## src/rtl/ap_ctrl_txn_driver.sv

```systemverilog
// ap_ctrl_txn_driver
//   Initiator for the ap_ctrl_chain block-level handshake. Launches a batch of
//   kernel runs by driving ap_start/ap_continue and consuming ap_ready/ap_done.
//   It timestamps each issue and completion and streams per-run latency records
//   out on a valid/ready interface. finish_o pulses once when the batch has
//   retired and every record has been consumed.
//
// Ports
//   clock_i, reset_i       rising-edge clock, asynchronous active-high reset
//   cfg_start_i            1-cycle batch request, sampled only in idle
//   cfg_num_txn_i          number of runs in the batch, sampled with cfg_start_i
//   busy_o                 batch in progress (issuing or draining)
//   finish_o               1-cycle pulse: batch complete, result FIFO empty
//   err_o                  sticky: ap_done accepted with no run in flight
//   ap_start_o/ap_ready_i  issue handshake to the kernel
//   ap_done_i/ap_continue_o completion handshake from the kernel
//   res_valid_o/res_ready_i result stream handshake (FWFT FIFO output)
//   res_index_o            0-based run number in issue order
//   res_latency_o          cycles from issue handshake to done handshake
module ap_ctrl_txn_driver #(
  parameter int unsigned CNT_W    = 32,
  parameter int unsigned IDX_W    = 16,
  parameter int unsigned IQ_DEPTH = 4,
  parameter int unsigned RQ_DEPTH = 4
) (
  input  logic             clock_i,
  input  logic             reset_i,
  input  logic             cfg_start_i,
  input  logic [IDX_W-1:0] cfg_num_txn_i,
  output logic             busy_o,
  output logic             finish_o,
  output logic             err_o,
  output logic             ap_start_o,
  input  logic             ap_ready_i,
  input  logic             ap_done_i,
  output logic             ap_continue_o,
  output logic             res_valid_o,
  input  logic             res_ready_i,
  output logic [IDX_W-1:0] res_index_o,
  output logic [CNT_W-1:0] res_latency_o
);

  localparam int unsigned IqAw = $clog2(IQ_DEPTH);
  localparam int unsigned RqAw = $clog2(RQ_DEPTH);
  localparam logic [IqAw:0] IqFull = (IqAw+1)'(IQ_DEPTH);
  localparam logic [RqAw:0] RqFull = (RqAw+1)'(RQ_DEPTH);

  typedef enum logic [1:0] {StIdle, StRun, StDrain, StDone} state_e;

  state_e           state_q;
  logic [IDX_W-1:0] num_q, issued_q, retired_q;
  logic [CNT_W-1:0] cyc_q;
  logic             err_q;

  // Issue-timestamp queue: one entry per run in flight.
  logic [CNT_W-1:0] iq_mem_q [IQ_DEPTH];
  logic [IqAw-1:0]  iq_wptr_q, iq_rptr_q;
  logic [IqAw:0]    iq_cnt_q;

  // Result FIFO.
  logic [IDX_W-1:0] rq_idx_q [RQ_DEPTH];
  logic [CNT_W-1:0] rq_lat_q [RQ_DEPTH];
  logic [RqAw-1:0]  rq_wptr_q, rq_rptr_q;
  logic [RqAw:0]    rq_cnt_q;

  logic             active;
  logic             iq_empty, iq_full, rq_empty, rq_full;
  logic             issue_hs, done_hs, done_ok, done_err;
  logic             iq_push, iq_pop, rq_push, rq_pop;
  logic [CNT_W-1:0] head_ts;

  always_comb begin
    active   = (state_q == StRun) || (state_q == StDrain);
    iq_empty = (iq_cnt_q == '0);
    iq_full  = (iq_cnt_q == IqFull);
    rq_empty = (rq_cnt_q == '0);
    rq_full  = (rq_cnt_q == RqFull);

    // Both handshake enables come from registers only.
    ap_start_o    = (state_q == StRun) && (issued_q < num_q) && !iq_full;
    ap_continue_o = active && !rq_full;

    issue_hs = ap_start_o && ap_ready_i;
    done_hs  = ap_done_i && ap_continue_o;
    // A done that coincides with the first issue into an empty queue retires
    // that same run with latency 0; only a done with nothing in flight at all
    // is an error.
    done_ok  = done_hs && (!iq_empty || issue_hs);
    done_err = done_hs && iq_empty && !issue_hs;
    head_ts  = iq_empty ? cyc_q : iq_mem_q[iq_rptr_q];

    iq_push = issue_hs && !(done_ok && iq_empty);
    iq_pop  = done_ok && !iq_empty;
    rq_push = done_ok;
    rq_pop  = !rq_empty && res_ready_i;

    busy_o        = active;
    finish_o      = (state_q == StDone);
    err_o         = err_q;
    res_valid_o   = !rq_empty;
    res_index_o   = rq_empty ? '0 : rq_idx_q[rq_rptr_q];
    res_latency_o = rq_empty ? '0 : rq_lat_q[rq_rptr_q];
  end

  // Storage arrays carry no reset; occupancy counters qualify their contents.
  always_ff @(posedge clock_i) begin
    if (iq_push) iq_mem_q[iq_wptr_q] <= cyc_q;
    if (rq_push) begin
      rq_idx_q[rq_wptr_q] <= retired_q;
      rq_lat_q[rq_wptr_q] <= cyc_q - head_ts;
    end
  end

  always_ff @(posedge clock_i or posedge reset_i) begin
    if (reset_i) begin
      state_q   <= StIdle;
      num_q     <= '0;
      issued_q  <= '0;
      retired_q <= '0;
      cyc_q     <= '0;
      err_q     <= 1'b0;
      iq_wptr_q <= '0;
      iq_rptr_q <= '0;
      iq_cnt_q  <= '0;
      rq_wptr_q <= '0;
      rq_rptr_q <= '0;
      rq_cnt_q  <= '0;
    end else begin
      if (active) cyc_q <= cyc_q + CNT_W'(1);
      if (issue_hs) issued_q <= issued_q + IDX_W'(1);
      if (done_ok) retired_q <= retired_q + IDX_W'(1);
      if (done_err) err_q <= 1'b1;

      if (iq_push) iq_wptr_q <= iq_wptr_q + IqAw'(1);
      if (iq_pop) iq_rptr_q <= iq_rptr_q + IqAw'(1);
      iq_cnt_q <= iq_cnt_q + (IqAw+1)'(iq_push) - (IqAw+1)'(iq_pop);

      if (rq_push) rq_wptr_q <= rq_wptr_q + RqAw'(1);
      if (rq_pop) rq_rptr_q <= rq_rptr_q + RqAw'(1);
      rq_cnt_q <= rq_cnt_q + (RqAw+1)'(rq_push) - (RqAw+1)'(rq_pop);

      unique case (state_q)
        StIdle: begin
          if (cfg_start_i) begin
            issued_q  <= '0;
            retired_q <= '0;
            cyc_q     <= '0;
            if (cfg_num_txn_i != '0) begin
              num_q   <= cfg_num_txn_i;
              state_q <= StRun;
            end else begin
              // Empty batch: report completion straight away.
              state_q <= StDone;
            end
          end
        end
        StRun: begin
          if (issued_q == num_q) state_q <= StDrain;
        end
        StDrain: begin
          if ((retired_q == num_q) && rq_empty) state_q <= StDone;
        end
        StDone: begin
          state_q <= StIdle;
        end
        default: state_q <= StIdle;
      endcase
    end
  end

endmodule

```

## config.mk

```make
export PLATFORM = sky130hd
export DESIGN_NAME = ap_ctrl_txn_driver
export DESIGN_NICKNAME = d
export VERILOG_FILES = /design/src/rtl/ap_ctrl_txn_driver.sv
export SDC_FILE = /design/constraint.sdc
export NUM_CORES = 1
export LEC_CHECK = 0
export CAP_MARGIN = 25
export CORE_MARGIN = 10
export CORE_UTILIZATION = 50
export CTS_CLUSTER_DIAMETER = 120
export DETAILED_ROUTE_END_ITERATION = 10
export MAX_ROUTING_LAYER = met4
export PLACE_DENSITY = 0.68
export SLEW_MARGIN = 10
export SYNTH_ARGS = -nofsm -noshare
export SYNTH_HDL_FRONTEND = slang
export SYNTH_SLANG_ARGS = --single-unit
```

## constraint.sdc

```tcl
create_clock -name clock_i -period 8.9 [get_ports clock_i]
set_input_delay 1.78 -clock clock_i [delete_from_list [all_inputs] [get_ports clock_i]]
set_output_delay 1.78 -clock clock_i [all_outputs]
set_load 0.05 [all_outputs]
```

* Yosys cells after proc, flatten, opt, wreduce, memory -nomap -nowiden
Memory sizes are Yosys's and may differ from the RTL's.
Index checks and enable logic that the tools add are counted.
** Storage, ports and cells
- RAM bits :: 320
- Memories kept :: 3
- Bits in registers :: 97
- Bits of input ports :: 22
- Logic and storage cells :: 86
** Memory list
- iq_mem_q :: words 4, width 32, rd ports 1, clocked after Yosys merged registers in 0, wr ports 1, line 56 : logic [CNT_W-1:0] iq_mem_q [IQ_DEPTH];
- rq_lat_q :: words 4, width 32, rd ports 1, clocked after Yosys merged registers in 0, wr ports 1, line 62 : logic [CNT_W-1:0] rq_lat_q [RQ_DEPTH];
- rq_idx_q :: words 4, width 16, rd ports 1, clocked after Yosys merged registers in 0, wr ports 1, line 61 : logic [IDX_W-1:0] rq_idx_q [RQ_DEPTH];
** Cells by class
- $lt $le $gt $ge :: 1
- Add/subtract/negate cells :: 12
- Reductions and logical operators :: 27
- Muxes and demuxes :: 21
- Equality and inequality tests :: 10
** Operator list (count)
- two-way mux 32 bit :: 5
- two-way mux 16 bit :: 7
- adder 16 x 1 -> 16 bit (second input constant) :: 2
- adder 32 x 1 -> 32 bit (second input constant) :: 1
- equality test 16 bit :: 2
- subtractor 32 bit :: 1
- less-than comparator 16 bit :: 1
- nonzero test 16 bit :: 1
- logical AND 1 bit :: 13
- adder 2 x 1 -> 2 bit (second input constant) :: 4
- two-way mux 2 bit :: 4
- case mux 2 bit (4 select lines) :: 1
- adder 3 x 1 -> 3 bit :: 2
- equality test 3 bit (second input constant) :: 2
- logical NOT 1 bit :: 6
- logical NOT 3 bit :: 2
- AND reduction 3 bit :: 2
- subtractor 3 x 1 -> 3 bit :: 2
- equality test 2 bit (second input constant) :: 2
- two-way mux 1 bit :: 4
- != test 2 x 1 -> 1 bit (second input constant) :: 2
- equality test 2 x 1 -> 1 bit (second input constant) :: 1
- logical NOT 2 bit :: 1
- logical OR 1 bit :: 2
- != test 2 bit (second input constant) :: 1

* Logic depth before layout (Yosys ltp)
Gate-level depths: netlist (run 1).
- Word-level depth :: 11
- Depth in mapped cells :: 17
- Gate-level depth less buffers :: 17

* Worst setup path before layout (run 1)
No wires, ideal clock.
- Path kind :: flip-flop to flip-flop
- Start point :: register state_q[0]
- End point :: memory rq_idx_q[0][0], enable pin
- Arrival time :: 4321 ps
- Period minus slack after synthesis :: 4731 ps
- Required time :: 8489 ps
- Path buffers :: 2
- Library setup time :: 411 ps
- Path slack :: 4169 ps
- Cell stages (with the launch flop) :: 8
- Cell sequence :: dfrtp_1 > inv_1 > ha_1 > clkbuf_1 > a21boi_0 > and2_1 > clkbuf_1 > and3_1
** On the way
- Elaborated cells between the ends (all ways) :: 12
** RTL lines
- from (decl) :: line 50 : state_e state_q;
- from (signal assigned) :: line 116 : state_q <= StIdle;
- from (signal assigned) :: line 150 : state_q <= StRun;
- from (signal assigned) :: line 153 : state_q <= StDone;
- equality test 2 x 1 -> 1 bit / equality test 2 bit (equally long branches) :: line 73 : active = (state_q == StRun) || (state_q == StDrain);
- logical OR 1 bit (*) :: line 73
- net busy_o :: line 30 : output logic busy_o,
- logical AND 1 bit (*) :: line 81 : ap_continue_o = active && !rq_full;
- net ap_continue_o :: line 36 : output logic ap_continue_o,
- logical AND 1 bit (*) :: line 84 : done_hs = ap_done_i && ap_continue_o;
- logical AND 1 bit (*) :: line 88 : done_ok = done_hs && (!iq_empty || issue_hs);
- two-way mux 1 bit (*) :: line 108 : if (rq_push) begin
- two-way mux 1 bit (not written as such) (*) :: line 109 : rq_idx_q[rq_wptr_q] <= retired_q;
- to (decl) :: line 61
Mark *: on every way through the listed nets, which the timed path passes. The rest lies on a longest branch.

* Worst setup path in the final report (run 1)
- Start point :: register num_q[1]
- End point :: output ap_start_o
** On the way
- Cells in the longest elaborated chain, start to end :: 3
** Ends and longest elaborated chain
- from (decl) :: line 51 : logic [IDX_W-1:0] num_q, issued_q, retired_q;
- from (signal assigned) :: line 149 : num_q <= cfg_num_txn_i;
- less-than comparator 16 bit :: line 80 : ap_start_o = (state_q == StRun) && (issued_q < num_q) && !iq_full;
- logical AND 1 bit (2 in a row) :: line 80
- to (decl) :: line 33 : output logic ap_start_o,
No other way between the ends.

==> results.md, run 1 <==
- Leaving out fill and tap cells, the most frequent cell in the layout is edfxtp_1.
- The end of the worst register-to-register path is rq_lat_q[1][31].
- Relative to the synthesized area, the layout overhead comes to 14.3%.
- The endpoint required time on the critical path is 7.12 ns.
- The number of synthesis warnings is 0.
- Buffers inserted during clock tree synthesis total 42.
- The largest buffer count on any clock path is 3.
- The leakage power summed over all cells is 8.24 nW.
- The count of flip-flops with a built-in enable after synthesis is 320.
- Of all flip-flops after synthesis, the portion carrying an async set or reset was 0.233.
- Setup slack on the critical path of the routed design comes to 3.93 ns.
- Along the worst path, the maximum fanout reaches 4.
- The run finished with clean final reports.
- The initial antenna violation count is 0.
- The post-route worst hold slack is 0.475 ns.
- The overall routing resource usage is 0.166.
- The routed design could run at a clock period as short as 4.97 ns.
- The minimum setup slack among reg-to-reg paths is 4.21 ns.
- The worst min-delay path category is reg -> reg.
- TritonCTS built the clock tree.
- The wire length of the first global-routing pass is 59900 um.
- Setup repair after global routing left no endpoint under its margin.
- The clock tree synthesis step divided the H-tree into 2 levels.
- The number of max-capacitance violations reported is 0.
- The number of search-and-repair iterations in the first detailed-routing pass is 5.
- The final net count is 1453.
- The worst setup path is of the reg -> out kind.
- STA classifies the critical path startpoint as a register.
- The top cell types in the final layout, fill and taps aside, are edfxtp_1, dfrtp_1, nor2_1, mux4_2, clkdlybuf4s50_1.
- The wire-length estimate of the detail-placed layout is 24300 um.
- The sequential area share after synthesis is 0.637.
- The number of DRC markers after the initial detailed-route iteration is 685.
- The share of post-route cells with drive strength above 1 is 0.125.
- Synthesis produced a netlist whose cell count is 1269.
- The number of gates resized after CTS is 0.
- The number of nets in the synthesized netlist is 1361.
- The number of failing hold endpoints at the final stage is 0.
- The placed instances occupy a cell area of 20300 um^2.
- The later pin in the worst-skew pair is clocked with a latency of 0.54 ns.
- The number of global-route vias before repair came to 10.6k.
- The final routed wire length divided by cell count is 19.4 um.
- The hold-fix buffer count after cts is 0.
- Setup violations remaining at the end of the flow were counted as 0.
- The number of rows created at floorplan is 71.
- From bottom edge to top edge, the die measures 214 um.
- The number of cells traversed by the worst hold path is 1.
- The origin of the worst min-delay path is iq_rptr_q[1].
- The synthesized netlist contains 55 unique library cells.
- The portion of the clock cycle consumed by the worst path in the final layout is 0.559.
- During I/O placement, the number of pins put on the boundary was 76.
- The per-instance average area after synthesis is 14.9 um^2.
- The number of standard cells in the layout, taps in and fillers out is 1904.
- The width of the die is 214 um.
- The area of all placed cells without fillers is 21600 um^2.
- The region available for standard cell placement spans 37500 um^2.
- The maximum clock frequency is 201 MHz.
- The capture endpoint of the worst hold path is iq_rptr_q[1].
- Entering global routing, the biggest net connects 67 pins.
- The total grt overflow is 0.
- The starting utilization of the core area is 0.504.
- In this run the tightest slew margin relative to its limit is 0.373.
- The measured slew at the worst slew-check pin is 0.934 ns.
- The total vias in the final route is 10.5k.
- The total routed wirelength is 37000 um.
- The power per unit of standard cell area is 352 nW/um^2.
- For this run, the leading register cell type out of synthesis is edfxtp_1.
- The die covers 46000 um^2.
- In this run the critical register-to-register path is launched from iq_rptr_q[0].
- The number of placed instances with taps included is 1827.
- The minimum setup slack after placement is 4.19 ns.
- CTS saw 417 sinks.
- The count of pins over their slew limit is 0.
- The total negative setup slack is 0 ns.
- The congestion estimate from routability-driven global placement came to 0.850.
- The clock edge transition at the registers on the reported setup and hold paths is 0.06 ns.
- The number of filler cells placed in the layout is 2960.
- The number of cells on the worst reg-to-reg path is 12.
- The antenna diode count is 0.
- The average via count per standard cell is 5.50.
- The critical path endpoint category is an output pin.
- The post-synthesis instance area is 18900 um^2.
- The number of synthesized register bits is 417.
- Once the clock tree was built, the setup fixing pass inserted 0 buffers.
- In this run the remaining antenna-violating nets after routing total 0.
- The root cell of the clock tree is clkbuf_16.
- The count of buffers from port buffering is 75.
- The worst clock skew on the final layout is 0.0187 ns.
- IR analysis of the VDD net gives a maximum drop of 0.000238 V.
- The post-detailed-route DRC marker count is 0.
- Data on the critical path arrives at its endpoint at 3.19 ns.
==> flip-flops by register name, indices dropped and copies added, names as in the netlist, 3 cells and up <==
register   cells
rq_cnt_q       3
num_q         16
rq_idx_q      64
retired_q     16
rq_lat_q     128
issued_q      16
cyc_q         32
iq_mem_q     128
iq_cnt_q       3
==> routing by layer <==
| layer | share of wire | vias to the layer above | GRT usage |
|---|---|---|---|
| li1 | - | 4969 | - |
| met1 | 0.47 | 5257 | 0.235 |
| met2 | 0.47 | 206 | 0.253 |
| met3 | 0.047 | 40 | 0.0250 |
| met4 | 0.012 | 0 | 0.0347 |
| met5 | 0 | - | - |
==> worst max-delay path: stages (launching register included) <==
cell	delay, ns
dfrtp_1	0.36
inv_1	0.08
ha_1	0.30
nor2b_1	0.13
o21a_1	0.16
o21a_1	0.16
o21ai_0	0.16
a21oi_1	0.17
nor3_1	0.28
clkdlybuf4s50_1	0.86
==> final cells by class <==
cell class                 instances  area (um^2)  share of cell area
clock buffer                      56         1150              0.0535
clock inverter                    20          148             0.00684
inverter                          45          174             0.00805
multi-input combinational        761         6530               0.302
sequential                       417        12000               0.558
tap                              511          639              0.0296
timing repair buffer              94          913              0.0423
==> where the power goes <==
part	total [W]	switching [W]	internal, W
Sequential	0.00278	0.000166	0.00261
Combinational	0.00318	0.00193	0.00124
Clock	0.00164	0.000700	0.000944
==> cell usage after synthesis (3+ instances only) <==
master      n  area, um^2
a21oi_1    41         205
nand2_1    63         236
fa_1        3        60.1
o21ai_1     3        15.0
a31o_2      3        26.3
nor2_1     80         300
edfxtp_1  320        9610
o21a_1      9        67.6
xnor2_1    37         324
and3_1     27         169
nand3_1    23         115
and4_1      4        35.0
a21boi_0    4        30.0
buf_1      11        41.3
mux4_2     80        1800
a21o_1     14         105
nand4_1    30         188
nand2b_1    6        37.5
or3_1      10        62.6
a31oi_1     3        18.8
nor4_1      8        50.1
o21bai_1    4        30.0
ha_1       67         838
nor2b_1     9        56.3
dfrtp_1    97        2430
mux2i_1    35         350
clkbuf_1   34         128
xor2_1     61         534
inv_1      44         165
o21ai_0    42         210
nor3_1      8        40.0
and2_1     60         375
==> how the worst max path moves through the flow <==
stage,startpoint,endpoint,slack (ns),cells after the start
floorplan,state_q[0],rq_idx_q[0][0],4.17,7
global placement,iq_rptr_q[0],rq_lat_q[1][31],4.22,12
detailed placement,iq_rptr_q[0],rq_lat_q[1][31],4.19,12
CTS,num_q[1],ap_start_o,3.84,9
global route,num_q[1],ap_start_o,3.75,9
finish,num_q[1],ap_start_o,3.93,9
==> stage by stage <==
step | util | power (W)
after CTS | 0.575 | 0.00767
after floorplan | - | 0.00509
final | 0.576 | 0.00760
after detailed placement | 0.541 | 0.00602
after global placement | 0.541 | 0.00597
after global routing | 0.576 | 0.00803
==> logic make-up (layout without fill, tap and decap cells) <==
logic type,count (synthesis),in the layout,share of synthesized area
flip-flops,417,417,0.637
AND/OR/NAND/NOR,339,339,0.0929
AO/OA/AOI/OAI,138,138,0.0446
multiplexers,116,116,0.114
XOR/XNOR,98,98,0.0454
buffers and inverters,91,215,0.0183
adder cells (fa/ha/maj),70,70,0.0475
(Power assumes the default switching activity.)
==> run 2: changes to the inputs <==
==> constraint.sdc (replaced) <==
create_clock -name clock_i -period 4.84 [get_ports clock_i]
set_input_delay 0.968 -clock clock_i [delete_from_list [all_inputs] [get_ports clock_i]]
set_output_delay 0.968 -clock clock_i [all_outputs]
set_load 0.05 [all_outputs]
==> run 2 against run 1 <==
  * First-iteration DRC count is 16% higher
  * Critical path depth up 4
  * Global-route usage increased by 0.16 points
  * Sequential share of layout area is 0.21 points lower
  * Largest cell class unchanged
==> results.md, run 2 (synthesis results as in run 1) <==
- Compared with the post-synthesis result, the final layout area differs by 14.7%.
- The largest buffer count on any clock path came to 3 (unchanged).
- The number of search-and-repair iterations in the first detailed-routing pass is 5 (unchanged).
- The number of H-tree levels was 2 (unchanged).
- The count of buffers from port buffering is 75 (unchanged).
- The type of origin of the critical path is a register.
- The number of DRC markers after the initial detailed-route iteration was 796 (+16%).
- The total power consumption of the routed design is 0.0140 W (+84%).
- The full die area is 46000 um^2 (unchanged).
- The final routed wire length divided by cell count is 19.5 um (+0.13%).
- Setup repair after global routing left no endpoint under its margin.
- The clock edge transition at the registers on the reported setup and hold paths is 0.07 ns (about the same).
- Derived from the worst setup path, the maximum achievable clock frequency is 233 MHz.
- The data arrival time of the critical path came to 4.53 ns (+1.34 ns).
- The endpoint required time on the critical path was 5.08 ns (-2.04 ns).
- The number of placed instances with taps included is 1837 (+0.55%).
- STA classifies the critical path endpoint as a register.
- The wire length of the first global-routing pass was 60600 um (+1.1%).
- The final period demand of the worst path is 4.29 ns.
- The leakage power summed over all cells is 8.28 nW (+0.57%).
- The final net count came to 1463 (+0.69%).
- The number of failing hold endpoints at the final stage was 0 (unchanged).
- The TritonCTS clock tree is done.
- The total vias in the final route is 10.6k (+0.85%).
- The die outline height was 214 um (unchanged).
- The root cell of the clock tree is clkbuf_16.
- The critical-path cell with the highest stage delay is or3_2.
- The share of post-route cells with drive strength above 1 is 0.135 (+0.0102).
- The maximum number of pins on one net before global-route repair is 74 (+10%).
- The cell repeated most along the worst path is a21oi_1.
- The class of the most critical setup path is reg -> reg.
- The highest net fanout along the worst path is 20 (+16).
- The largest registers in the layout are iq_mem_q (128), rq_lat_q (128), rq_idx_q (64).
- The number of global-route vias before repair came to 10.7k (+1.1%).
- The number of failing setup endpoints in the final timing report is 0 (unchanged).
- The starting utilization of the core area is 0.504 (unchanged).
- The worst slew margin relative to its limit is 0.523 (+0.150).
- The cell family contributing the most delay on the critical path is compound AO/OA/AOI/OAI gates.
- The overall routing resource usage came to 0.168 (+0.00165).
- The critical path depth in cells is 13 (+4).
- The post-CTS setup buffer count was 0 (unchanged).
- The post-route worst hold slack is 0.500 ns (+0.0255 ns).
- The number of cells on the worst reg-to-reg path is 13 (+1).
- The post-route antenna net violation count was 0 (unchanged).
- The core outline area is 37500 um^2 (unchanged).
- The count of pins over their slew limit is 0 (unchanged).
- The total routed wirelength is 37200 um (+0.50%).
- The average via count per standard cell is 5.53 (+0.48%).
- The top-level I/O count is 76 (unchanged).
- The number of cells traversed by the worst hold path is 1 (unchanged).
- The number of max-capacitance violations reported came to 0 (unchanged).
- The number of clock sinks is 417 (unchanged).
- The critical path goes through or3_2 > buf_4 > mux2i_1 > ha_1 > a21oi_1 > a21oi_1 > a2111oi_0 > o21ai_1 > a21oi_1 > o21ai_1 > a221o_1 > a21oi_1 > xnor2_1.
- The maximum VDD drop is 0.000388 V (+63%).
- The worst clock skew on the final layout is 0.0303 ns (+0.0116 ns).
- The number of buffers created by CTS came to 40 (-4.8%).
- The worst min-delay path category is reg -> reg.
- The width of the die is 214 um (unchanged).
- The total negative setup slack was 0 ns (unchanged).
- The number of standard cells in the layout, taps in and fillers out came to 1911 (+0.37%).
- The total buffers and inverters traversed by the critical path is 1 (-1).
- The hold-fix buffer count after cts is 0 (unchanged).
- The initial antenna violation count is 1 (+1).
- The measured slew at the worst slew-check pin is 0.710 ns (-0.224 ns).
- In the layout the commonest cells are edfxtp_1, dfrtp_1, nor2_1, mux4_2, clkdlybuf4s50_1.
- The total grt overflow was 0 (unchanged).
- The run finished with clean final reports.
- The clock insertion delay at the later pin of the skew report is 0.53 ns (about the same).
- The number of gates resized after CTS came to 0 (unchanged).
- The library cell used most frequently in the layout, excluding fill and tap cells, is edfxtp_1.
- In the finished design, the share of the clock period the worst path needs comes to 0.887.
- The number of rows created at floorplan is 71 (unchanged).
- The power per unit of standard cell area is 646 nW/um^2 (+84%).
- The largest incremental delay on the critical path is 0.69 ns (-0.17 ns).
- The placed wire-length estimate after detailed placement was 25500 um (+5.3%).
- The placer congestion estimate was 0.823 (-3.2%).
- The post-detailed-route DRC marker count came to 0 (unchanged).
## run 2: cell types whose count changed in the layout (fill, tap and decap cells not counted), moves of 3 or more
cell and change:
buf_4 +8, clkinv_1 -6, clkbuf_1 -3, clkbuf_8 +3
clkinvlp_4 +3
## run 2: worst paths after layout
path | from | endpoint | slack [ns]
max | iq_cnt_q[1] | rq_lat_q[3][30] | 0.55
min | err_o | err_o | 0.50
max reg2reg | iq_cnt_q[1] | rq_lat_q[3][30] | 0.55
min reg2reg | err_o | err_o | 0.50
max in group asynchronous | reset_i | cyc_q[26] | 3.21
min in group asynchronous | reset_i | issued_q[14] | 0.68
## run 2: through the flow
step                      setup slack (ns)   util  cell area, um^2
after floorplan                      0.109      -            18900
after global placement               0.676  0.543            20300
after detailed placement             0.609  0.543            20400
after CTS                            0.488  0.576            21600
after global routing                0.0828  0.578            21700
final                                0.549  0.578            21700
## run 2: area by class of cell
| class | instances | area [um^2] |
|---|---|---|
| diodes | 1 | 2.50 |
| clock buffers | 54 | 1130 |
| clock inverters | 16 | 113 |
| fillers | 2918 | 15800 |
| inverters | 45 | 174 |
| multi-input cells | 761 | 6530 |
| flip-flops and latches | 417 | 12000 |
| well taps | 511 | 639 |
| repair buffers | 106 | 1050 |
## run 2: metal layers
layer	vias up	wire length, um	GRT usage
li1	4989	-	-
met1	5302	17700	0.236
met2	218	17100	0.253
met3	52	1770	0.0260
met4	0	654	0.0416
met5	-	0	-
## run 2: power breakdown
part / total (W) / switching, W / internal [W] / leakage (nW)
sequential: 0.00515 / 0.000362 / 0.00479 / 4.24
combinational: 0.00591 / 0.00356 / 0.00234 / 3.44
clock: 0.00295 / 0.00125 / 0.00170 / 0.599
total: 0.0140 / 0.00518 / 0.00883 / 8.28
## run 2: worst reg2reg max path, cell delays in order, from the launching register on
cell and delay (ns):
dfrtp_1 0.45, or3_2 0.69, buf_4 0.34, mux2i_1 0.16, ha_1 0.37, a21oi_1 0.22
a21oi_1 0.11, a2111oi_0 0.37, o21ai_1 0.20, a21oi_1 0.30, o21ai_1 0.17, a221o_1 0.34
a21oi_1 0.18, xnor2_1 0.12
==> run 3: changes to the inputs <==
--- a/config.mk
+++ b/config.mk
@@ -6,11 +6,10 @@
 export NUM_CORES = 1
 export LEC_CHECK = 0
 export CAP_MARGIN = 25
-export CORE_MARGIN = 10
+export CORE_MARGIN = 8
 export CORE_UTILIZATION = 50
 export CTS_CLUSTER_DIAMETER = 120
 export DETAILED_ROUTE_END_ITERATION = 10
-export MAX_ROUTING_LAYER = met4
 export PLACE_DENSITY = 0.68
 export SLEW_MARGIN = 10
 export SYNTH_ARGS = -nofsm -noshare
==> run 3 against run 2 <==
  * First-iteration DRC count fell by 5.8%
  * Routed wire length down 1.4%
  * Cell count is essentially flat
  * Total power is essentially flat
  * Hold slack worse by 0.0033 ns
  * Global-route usage about the same
  * Sequential power up 0.8%
  * Clock power rose by 2%
  * Core utilization about the same
  * Largest power group unchanged
==> results.md, run 3 (synthesis results as in run 1) <==
- The run finished with clean final reports.
- The TritonCTS clock tree is done.
- The number of failing hold endpoints at the final stage was 0 (unchanged).
- The most common cell after layout, fill and taps aside is edfxtp_1.
- The total grt overflow came to 0 (unchanged).
- The share of post-route cells with drive strength above 1 was 0.134 (-0.000715).
- The number of H-tree levels came to 2 (unchanged).
- The wire length of the first global-routing pass was 59200 um (-2.2%).
- The full die area came to 44300 um^2 (-3.7%).
- The number of search-and-repair iterations in the first detailed-routing pass was 5 (unchanged).
- The placer congestion estimate came to 0.834 (+1.4%).
- In the layout the commonest cells are edfxtp_1, dfrtp_1, nor2_1, mux4_2, clkdlybuf4s50_1.
- The number of DRC markers after the initial detailed-route iteration is 750 (-5.8%).
- The class of the most critical setup path is reg -> reg.
- The portion of the clock cycle consumed by the worst path in the final layout is 0.905 (+0.0181).
- The number of global-route vias before repair came to 10.7k (-0.67%).
- The width of the die is 210 um (-1.9%).
- The worst clock skew on the final layout came to 0.0123 ns (-0.0180 ns).
- The largest registers in the layout are iq_mem_q (128), rq_lat_q (128), rq_idx_q (64).
- The tree is rooted in a clkbuf_16.
- The final routed wire length divided by cell count is 19.2 um (-1.3%).
- The final net count is 1458 (-0.34%).
- Traced cell by cell, the critical path runs through or3_2 > nand2_1 > a21boi_0 > ha_1 > nor2b_1 > o31a_1 > o211ai_1 > a211oi_1 > a31oi_1 > a21oi_1 > a41oi_2 > nor2_1 > a211oi_1.
- The count of buffers from port buffering is 75 (unchanged).
- The worst min-delay path category is reg -> reg.
- The die outline height was 210 um (-1.9%).
- The leakage power summed over all cells is 8.28 nW (about the same).
- The measured slew at the worst slew-check pin came to 0.882 ns (+0.172 ns).
- The clock insertion delay at the later pin of the skew report is 0.54 ns (about the same).
- The minimum setup slack after placement is 0.392 ns (-0.218 ns).
- The count of pins over their slew limit is 0 (unchanged).
- The number of gates resized after CTS is 0 (unchanged).
- The critical path endpoint category is a register.
- The top-level I/O count came to 76 (unchanged).
- The endpoint required time on the critical path is 5.12 ns (+0.04 ns).
- The number of failing setup endpoints in the final timing report is 0 (unchanged).
- The total vias in the final route was 10.6k (-0.019%).
- The worst-case setup margin in the final layout is 0.461 ns (-0.0878 ns).
- STA classifies the critical path startpoint as a register.
- The total negative setup slack was 0 ns (unchanged).
- The overall routing resource usage was 0.167 (-0.000466).
- The post-detailed-route DRC marker count is 0 (unchanged).
- Among the stages of the critical path, the cell type that occurs most often is a211oi_1.
- The highest net fanout along the worst path is 17 (-15%).
- The total routed wirelength is 36700 um (-1.4%).
- The post-CTS setup buffer count is 0 (unchanged).
- The core outline area is 37500 um^2 (unchanged).
- The post-route antenna net violation count is 0 (unchanged).
- The final period demand of the worst path is 4.38 ns (+0.0878 ns).
- The clock edge transition at the registers on the reported setup and hold paths is 0.06 ns (about the same).
- The starting utilization of the core area came to 0.504 (unchanged).
- Setup repair after global routing left no endpoint under its margin.
- The maximum number of pins on one net before global-route repair is 70 (-5.4%).
- The maximum VDD drop is 0.000408 V (+5.2%).
- The critical-path cell with the highest stage delay is or3_2.
- The number of max-capacitance violations reported is 0 (unchanged).
- The largest buffer count on any clock path is 3 (unchanged).
- The number of clock sinks is 417 (unchanged).
- The power per unit of standard cell area is 646 nW/um^2 (about the same).
- The number of buffers created by CTS is 42 (+5.0%).
- The number of rows created at floorplan came to 71 (unchanged).
- The data arrival time of the critical path is 4.66 ns (+0.13 ns).
- The placed wire-length estimate after detailed placement came to 24600 um (-3.5%).
- The initial antenna violation count is 0 (-1).
- The maximum clock frequency is 228 MHz (-2.0%).
- The layout overhead on the synthesized area is 14.7% (about the same).
- The antenna diode count is 0 (-1).
- The hold-fix buffer count after cts is 0 (unchanged).
- The worst slew margin relative to its limit is 0.412 (-0.111).
- The average via count per standard cell was 5.53 (about the same).
- The largest incremental delay on the critical path is 0.70 ns (about the same).
==> run 3: critical path, delay by kind of cell, from the launching register on <==
family                     cells  cell delay, ns
AOI/OAI and AO/OA              8            2.32
DFF                            1            0.44
adders and majority gates      1            0.30
and+or+nand+nor                4            1.06
==> run 3: path summary, 6_finish.rpt <==
path                       depth (start not counted)        start               to  slack, ns
setup / recovery                                  13  iq_cnt_q[1]  rq_lat_q[3][31]       0.46
hold reg to reg                                    1        err_o            err_o       0.50
hold / removal                                     1        err_o            err_o       0.50
setup reg to reg                                  13  iq_cnt_q[1]  rq_lat_q[3][31]       0.46
max in group asynchronous                          3      reset_i        cyc_q[26]       2.94
min in group asynchronous                          2      reset_i     issued_q[14]       0.97
==> run 3: final cells by class <==
type | instances | area [um^2]
tap | 511 | 639
timing repair buffer | 99 | 1010
fill | 2890 | 15800
sequential | 417 | 12000
clock inverter | 22 | 161
multi-input combinational | 761 | 6540
inverter | 45 | 174
clock buffer | 55 | 1130
==> run 3: layer usage <==
metal / vias to the layer above / GRT usage / share of wire
li1: 4980 / - / -
met1: 5330 / 0.247 / 0.48
met2: 202 / 0.261 / 0.46
met3: 47 / 0.0235 / 0.040
met4: 0 / 0.0417 / 0.016
met5: - / 0 / 0
==> run 3: per-stage QoR <==
stage               area (um^2)  hold slack (ns)  total power, W  utilization  cells
floorplan                 18900            0.481         0.00936            -   1269
global placement          20400            0.467          0.0110        0.544   1833
detailed placement        20400            0.474          0.0111        0.544   1833
CTS                       21700            0.504          0.0142        0.578   1910
global route              21700            0.541          0.0148        0.579   1910
finish                    21700            0.497          0.0140        0.579   1910
==> run 3: where the power goes <==
part           total, W  switching (W)  internal, W  leakage (nW)
clock           0.00301        0.00130      0.00171         0.632
sequential      0.00519       0.000397      0.00479          4.24
combinational   0.00581        0.00348      0.00232          3.40
total            0.0140        0.00518      0.00883          8.28
